--- config.mk ---
export PLATFORM = sky130hd
export DESIGN_NAME = p2s_arbiter
export DESIGN_NICKNAME = d
export VERILOG_FILES = /design/src/rtl/p2s_arbiter.sv
export SDC_FILE = /design/constraint.sdc
export NUM_CORES = 1
export LEC_CHECK = 0
export CAP_MARGIN = 10
export CORE_AREA = 2 2 48 50
export DETAILED_ROUTE_END_ITERATION = 10
export DIE_AREA = 0 0 50 52
export PLACE_DENSITY_LB_ADDON = 0.3
export SKIP_CTS_REPAIR_TIMING = 1
export SLEW_MARGIN = 20
export SYNTH_ARGS = -nofsm -noshare
export SYNTH_HDL_FRONTEND = slang
export SYNTH_SLANG_ARGS = --single-unit
--- constraint.sdc ---
create_clock -name clk -period 3.8 [get_ports clk]
set_input_delay 0.95 -clock clk [delete_from_list [all_inputs] [get_ports clk]]
set_output_delay 0.95 -clock clk [all_outputs]
set_load 0.01 [all_outputs]
--- src/rtl/p2s_arbiter.sv ---
// -----------------------------------------------------------------------------
// p2s_arbiter
//
// Shares one p2s serializer among R parallel-word requesters. A winner is
// chosen in IDLE and holds the grant for up to BURST words. One IDLE bubble
// always separates consecutive grants.
//
// Handshake semantics (all interfaces): a word moves on a rising edge where
// valid and ready are both high. Ready may depend combinationally on valid.
// A source holding valid keeps its data stable until ready. A source may
// drop valid; for the owner that ends the grant early.
//
// Optional feature macro: P2S_ARB_FIXED_PRIO_EN
//   defined   : lowest-index valid requester always wins; rr pointer frozen
//   undefined : round-robin starting from the rr pointer (default)
//
// Ports:
//   clk        in   clock, rising edge
//   rstn       in   synchronous active-low reset
//   req_data   in   R*N  requester words, requester i at [i*N +: N]
//   req_valid  in   R    requester i has a word
//   req_ready  out  R    word of requester i accepted this cycle
//   par_data   out  N    word to p2s
//   par_valid  out  1    par_data valid to p2s
//   par_ready  in   1    p2s accepts par_data
//   grant_id   out  GW   current owner, 0 when idle
//   busy       out  1    grant held (FSM is in GRANT); doubles as state debug
// -----------------------------------------------------------------------------
module p2s_arbiter #(
  parameter int N     = 8,
  parameter int R     = 3,
  parameter int BURST = 4,
  localparam int GW   = (R > 1) ? $clog2(R) : 1
) (
  input  logic            clk,
  input  logic            rstn,
  input  logic [R*N-1:0]  req_data,
  input  logic [R-1:0]    req_valid,
  output logic [R-1:0]    req_ready,
  output logic [N-1:0]    par_data,
  output logic            par_valid,
  input  logic            par_ready,
  output logic [GW-1:0]   grant_id,
  output logic            busy
);

  localparam int BW = (BURST > 1) ? $clog2(BURST) : 1;

  typedef enum logic {
    IDLE  = 1'b0,
    GRANT = 1'b1
  } state_e;

  state_e          state_q, state_d;
  logic [GW-1:0]   grant_q, grant_d;
  logic [GW-1:0]   rr_q, rr_d;
  logic [BW-1:0]   beat_q, beat_d;

  logic [GW-1:0]   winner;
  logic            found;
  logic            owner_valid;
  logic            handshake;
  logic            last_beat;

  // ---------------------------------------------------------------------------
  // Winner selection. Offset k is the priority rank; requester j has rank k
  // when j == (start + k) mod R. The first valid requester in rank order wins.
  // ---------------------------------------------------------------------------
  always_comb begin
    winner = '0;
    found  = 1'b0;
    for (int k = 0; k < R; k++) begin
      for (int j = 0; j < R; j++) begin
`ifdef P2S_ARB_FIXED_PRIO_EN
        if (!found && req_valid[j] && (j == k)) begin
`else
        if (!found && req_valid[j] && (j == ((int'(rr_q) + k) % R))) begin
`endif
          found  = 1'b1;
          winner = GW'(j);
        end
      end
    end
  end

  // ---------------------------------------------------------------------------
  // Owner data path: zero-cycle pass-through of the owner in GRANT.
  // ---------------------------------------------------------------------------
  always_comb begin
    owner_valid = 1'b0;
    par_data    = '0;
    req_ready   = '0;
    if (state_q == GRANT) begin
      for (int j = 0; j < R; j++) begin
        if (grant_q == GW'(j)) begin
          owner_valid  = req_valid[j];
          par_data     = req_data[j*N +: N];
          req_ready[j] = par_ready & req_valid[j];
        end
      end
    end
    par_valid = owner_valid;
  end

  assign handshake = par_valid & par_ready;
  assign last_beat = (beat_q == BW'(BURST - 1));
  assign busy      = (state_q == GRANT);
  assign grant_id  = grant_q;

  // ---------------------------------------------------------------------------
  // Next-state logic
  // ---------------------------------------------------------------------------
  always_comb begin
    state_d = state_q;
    grant_d = grant_q;
    rr_d    = rr_q;
    beat_d  = beat_q;
    case (state_q)
      IDLE: begin
        if (found) begin
          state_d = GRANT;
          grant_d = winner;
          beat_d  = '0;
        end
      end
      GRANT: begin
        // Release either early (owner withdrew) or after the last beat.
        if (!owner_valid || (handshake && last_beat)) begin
          state_d = IDLE;
          grant_d = '0;
          beat_d  = '0;
`ifndef P2S_ARB_FIXED_PRIO_EN
          rr_d    = (grant_q == GW'(R - 1)) ? '0 : grant_q + GW'(1);
`endif
        end else if (handshake) begin
          beat_d = beat_q + BW'(1);
        end
      end
      default: begin
        state_d = IDLE;
        grant_d = '0;
        beat_d  = '0;
      end
    endcase
  end

  always_ff @(posedge clk) begin
    if (!rstn) begin
      state_q <= IDLE;
      grant_q <= '0;
      rr_q    <= '0;
      beat_q  <= '0;
    end else begin
      state_q <= state_d;
      grant_q <= grant_d;
      rr_q    <= rr_d;
      beat_q  <= beat_d;
    end
  end

endmodule

* After elaboration in Yosys (flattened, before gate mapping)
Index checks and enable logic that the tools add are counted.
** Word-level totals
- Register bits :: 7
- Bits of input ports :: 30
- Output and inout bits :: 15
- Word-level logic and storage cells :: 103
** Operators by class
- Add/sub/neg operators :: 4
- Div/mod/pow operators :: 3
- Equality and inequality tests :: 12
- Mux-type cells :: 40
- Bitwise logic cells :: 5
- Reduce and logical (&&, ||, !) cells :: 35
** Operators by type and width (number)
- 2-bit by 32-bit == test with 1-bit output (first input constant) :: 3
- 3-bit by 32-bit == test with 1-bit output (first input constant) :: 3
- 32-bit logical NOT :: 3
- 32-bit by 3-bit remainder unit with 32-bit output (second input constant) :: 2
- 3-bit by 3-bit remainder unit with 32-bit output (second input constant) :: 1
- 8-bit two-way mux :: 4
- 2-bit two-way mux :: 13
- 1-bit two-way mux :: 19
- 1-bit logical AND :: 18
- 1-bit logical NOT :: 9
- 2-bit one-hot mux with 2 select lines :: 2
- 2-bit AND reduction :: 3
- 2-bit by 1-bit adder with 2-bit output (second input constant) :: 2
- 1-bit AND :: 4
- 2-bit == test (second input constant) :: 2
- 2-bit by 1-bit adder with 3-bit output (second input constant) :: 1
- 2-bit by 2-bit adder with 3-bit output (second input constant) :: 1
- 3-bit two-way mux :: 1
- 3-bit by 1-bit != test with 1-bit output (second input constant) :: 1
- 2-bit by 1-bit == test with 1-bit output (second input constant) :: 1
- 2-bit logical NOT :: 1
- 2-bit by 1-bit != test with 1-bit output (second input constant) :: 1
- 2-bit != test (second input constant) :: 1
- 1-bit one-hot mux with 2 select lines :: 1
- other kinds (2) :: 2

* Depth between registers and ports, before layout
- Word-level depth :: 38
- Depth in mapped cells :: 6

* Worst setup path before layout
Ideal clock, no wire load.
- Path type :: input to output
- Start :: input port par_ready
- End :: output port req_ready[0]
- Arrival :: 1.489 ns
- Setup slack :: 1.361 ns
- Stages on the path :: 2
- Path buffers :: 0
- Path through :: nand2_1 nor4b_1
** Between the ends
- Word-level cells in the longest chain between the ends :: 3
** RTL lines
- from (decl) :: line 42 : input logic par_ready,
- 1-bit AND :: line 98 : req_ready[j] = par_ready & req_valid[j];
- 1-bit two-way mux :: line 95 : if (grant_q == GW'(j)) begin
- 3-bit two-way mux :: line 93 : if (state_q == GRANT) begin
- to (decl) :: line 39 : output logic [R-1:0] req_ready,
No other way between the ends.

* Worst setup path after layout
- Start :: input port req_valid[2]
- End :: output port par_valid
** Between the ends
- Word-level cells in the longest chain between the ends :: 2
** RTL lines
- from (decl) :: line 38 : input logic [R-1:0] req_valid,
- 1-bit two-way mux :: line 95
- 1-bit two-way mux :: line 93
- to (decl) :: line 41 : output logic par_valid,
No other way between the ends.

==> results.sh <==
export IMPL_dp_slack_ns=0.190
export IMPL_root_buffer="clkbuf_4"
export IMPL_synth_seq_cells=7
export IMPL_power_per_cell_area_nw_per_um2=251
export IMPL_core_um2=2110
export IMPL_nNetsFinal=189
export IMPL_clk_path_buf_depth=2
export IMPL_period_minus_slack_ns=3.66
export IMPL_startpoint_type="input port"
export IMPL_drt_pass1_iter_count=4
export IMPL_outcome="finished clean"
export IMPL_drc=0
export IMPL_dieArea_um2=2600
export IMPL_cp_required_ns=2.85
export IMPL_dp_hpwl_mm=1.79
export IMPL_finalPower_uw=320
export IMPL_grt_pass1_wl_mm=3.71
export IMPL_setup_violations=0
export IMPL_arrival_ns=2.71
export IMPL_wl_per_cell_um=12.5
export IMPL_die_h_um=52
export IMPL_syn_area_um2=782
export IMPL_vdd_ir_drop_max_v=0.000189
export IMPL_finalNonFillerCells=183
export IMPL_layout_commonest_cell="clkdlybuf4s50_1"
export IMPL_clock_fmax_ghz=0.274
export IMPL_holdWs_ns=0.473
export IMPL_finalWirelength_mm=2.29
export IMPL_fin_crit_sh_pct=96.2
export IMPL_stdcell_area_um2=1270
export IMPL_io_buffers=44
export IMPL_cts_tree="yes"
export IMPL_ys_types=35
export IMPL_track_usage_pct=18.6
export IMPL_synth_warnings=0
export IMPL_fin_worst_skew_ns=0.00126
export IMPL_drive_gt1_share_pct=7.74
export IMPL_final_antenna_net_count=0
export IMPL_fin_util_pct=60.4
export IMPL_drt_iter0_drc=6
export IMPL_endpoint_kind="primary output"
export IMPL_final_cell_mix="clkdlybuf4s50_1, nand2_1, mux2i_1, and2_1, o21ai_0"
export IMPL_grt_ovfl_total=0
export IMPL_synth_nets=142
export IMPL_placed_cells=179
export IMPL_rows=17
export IMPL_cts_max_level=1
export IMPL_crit_fanout=6
export IMPL_die_w_um=50
export IMPL_n_antenna_cell=0
export IMPL_crit_type="in -> out"
export IMPL_ys_seq_area_share_pct=17.9
export IMPL_placed_area_um2=1250
export IMPL_syn_area_per_cell_um2=7.17
export IMPL_max_cap_violations=0
export IMPL_place_gp_congestion=0.804
export IMPL_post_drt_via_cell_ratio=5.08
export IMPL_start_util_pct=37.1
export IMPL_setup_tns_ns=0
export IMPL_slew_headroom_pct=53.2
export IMPL_synthToLayoutAreaGrowth_pct=62.7
export IMPL_insertion_delay_ns=0.25
export IMPL_io_pins=45
export IMPL_power_leakage_nw=0.459
export IMPL_antenna_found_initial=0
export IMPL_first_global_vias=880
export IMPL_grt_max_degree=24
export IMPL_cts_sinks=7
export IMPL_clk_pin_slew_ns=0.05
export IMPL_worstMarginPinSlew_ns=0.700
export IMPL_timing_final_hold_violations=0
export IMPL_rsz0062_at_grt="no"
export IMPL_cts_buffers=3
export IMPL_min_delay_path_class="reg -> reg"
export IMPL_report_final_slew_viol_count=0
export IMPL_syn_inst=109
export IMPL_via_count=929
export IMPL_setup_slack_ns=0.144
critical path, cell delays in order:
cell	delay [ns]
clkdlybuf4s50_1	0.57
mux2i_1	0.10
mux2i_1	0.35
and2_1	0.19
clkdlybuf4s50_1	0.53
report_power, final:
part,internal (mW),switching (mW),leakage (nW)
Clock,0.0402,0.0289,0.0150
Sequential,0.0792,0.00546,0.0572
Combinational,0.0919,0.0740,0.387
Total,0.211,0.108,0.459
final timing paths:
kind | end | cells past startpoint | slack, ns | start
setup reg to reg | rr_q[0] | 5 | 2.10 | grant_id[1]
hold / removal | beat_q[1] | 2 | 0.47 | beat_q[1]
setup / recovery | par_valid | 5 | 0.14 | req_valid[2]
hold reg to reg | beat_q[1] | 2 | 0.47 | beat_q[1]
metal layers:
layer	track usage, %	part of all wire, %
met5	0	0
met4	7.41	0.96
met3	4.02	4.4
met2	36.2	50
met1	19.1	45
kinds of logic (layout without fill, tap and decap cells):
family	count (synthesis)	in the layout	share of synthesized area (%)
compound gates	24	24	19.7
fa+ha+maj	3	3	4.80
buf+inv	11	57	8.16
flops	7	7	17.9
mux	10	10	12.8
simple gates	54	54	36.6
state kept, by name, indices dropped and copies added, names as in the netlist:
name and cells:
beat_q 2, busy 1, grant_id 2, rr_q 2
Yosys cell counts (all sizes together):
master | number | area, um2
a31oi | 3 | 25.0
ha | 3 | 37.5
or3b | 1 | 8.76
a211oi | 1 | 7.51
a21oi | 5 | 28.8
nor2 | 7 | 26.3
nor2b | 2 | 12.5
nand3 | 3 | 15.0
a211o | 1 | 8.76
nor3 | 1 | 5.00
nor4b | 1 | 8.76
nand2b | 2 | 20.0
nand4b | 1 | 8.76
and3 | 2 | 12.5
mux2i | 10 | 100
o21ai | 11 | 55.1
clkbuf | 2 | 8.75
nand4 | 3 | 18.8
nor3b | 1 | 7.51
o21a | 1 | 7.51
o22ai | 1 | 6.26
inv | 4 | 15.0
and2 | 10 | 62.6
nand2 | 18 | 67.6
or3 | 2 | 12.5
buf | 5 | 40.0
a221oi | 1 | 15.0
dfxtp | 7 | 140
final cells by class:
type,instances,area [um2]
clock buffer,4,26.3
inverter,4,15.0
fill,184,833
sequential,7,140
tap,28,35.0
multi-input combinational,91,578
timing repair buffer,49,478
Note: power is estimated with default switching activity, not from simulation.
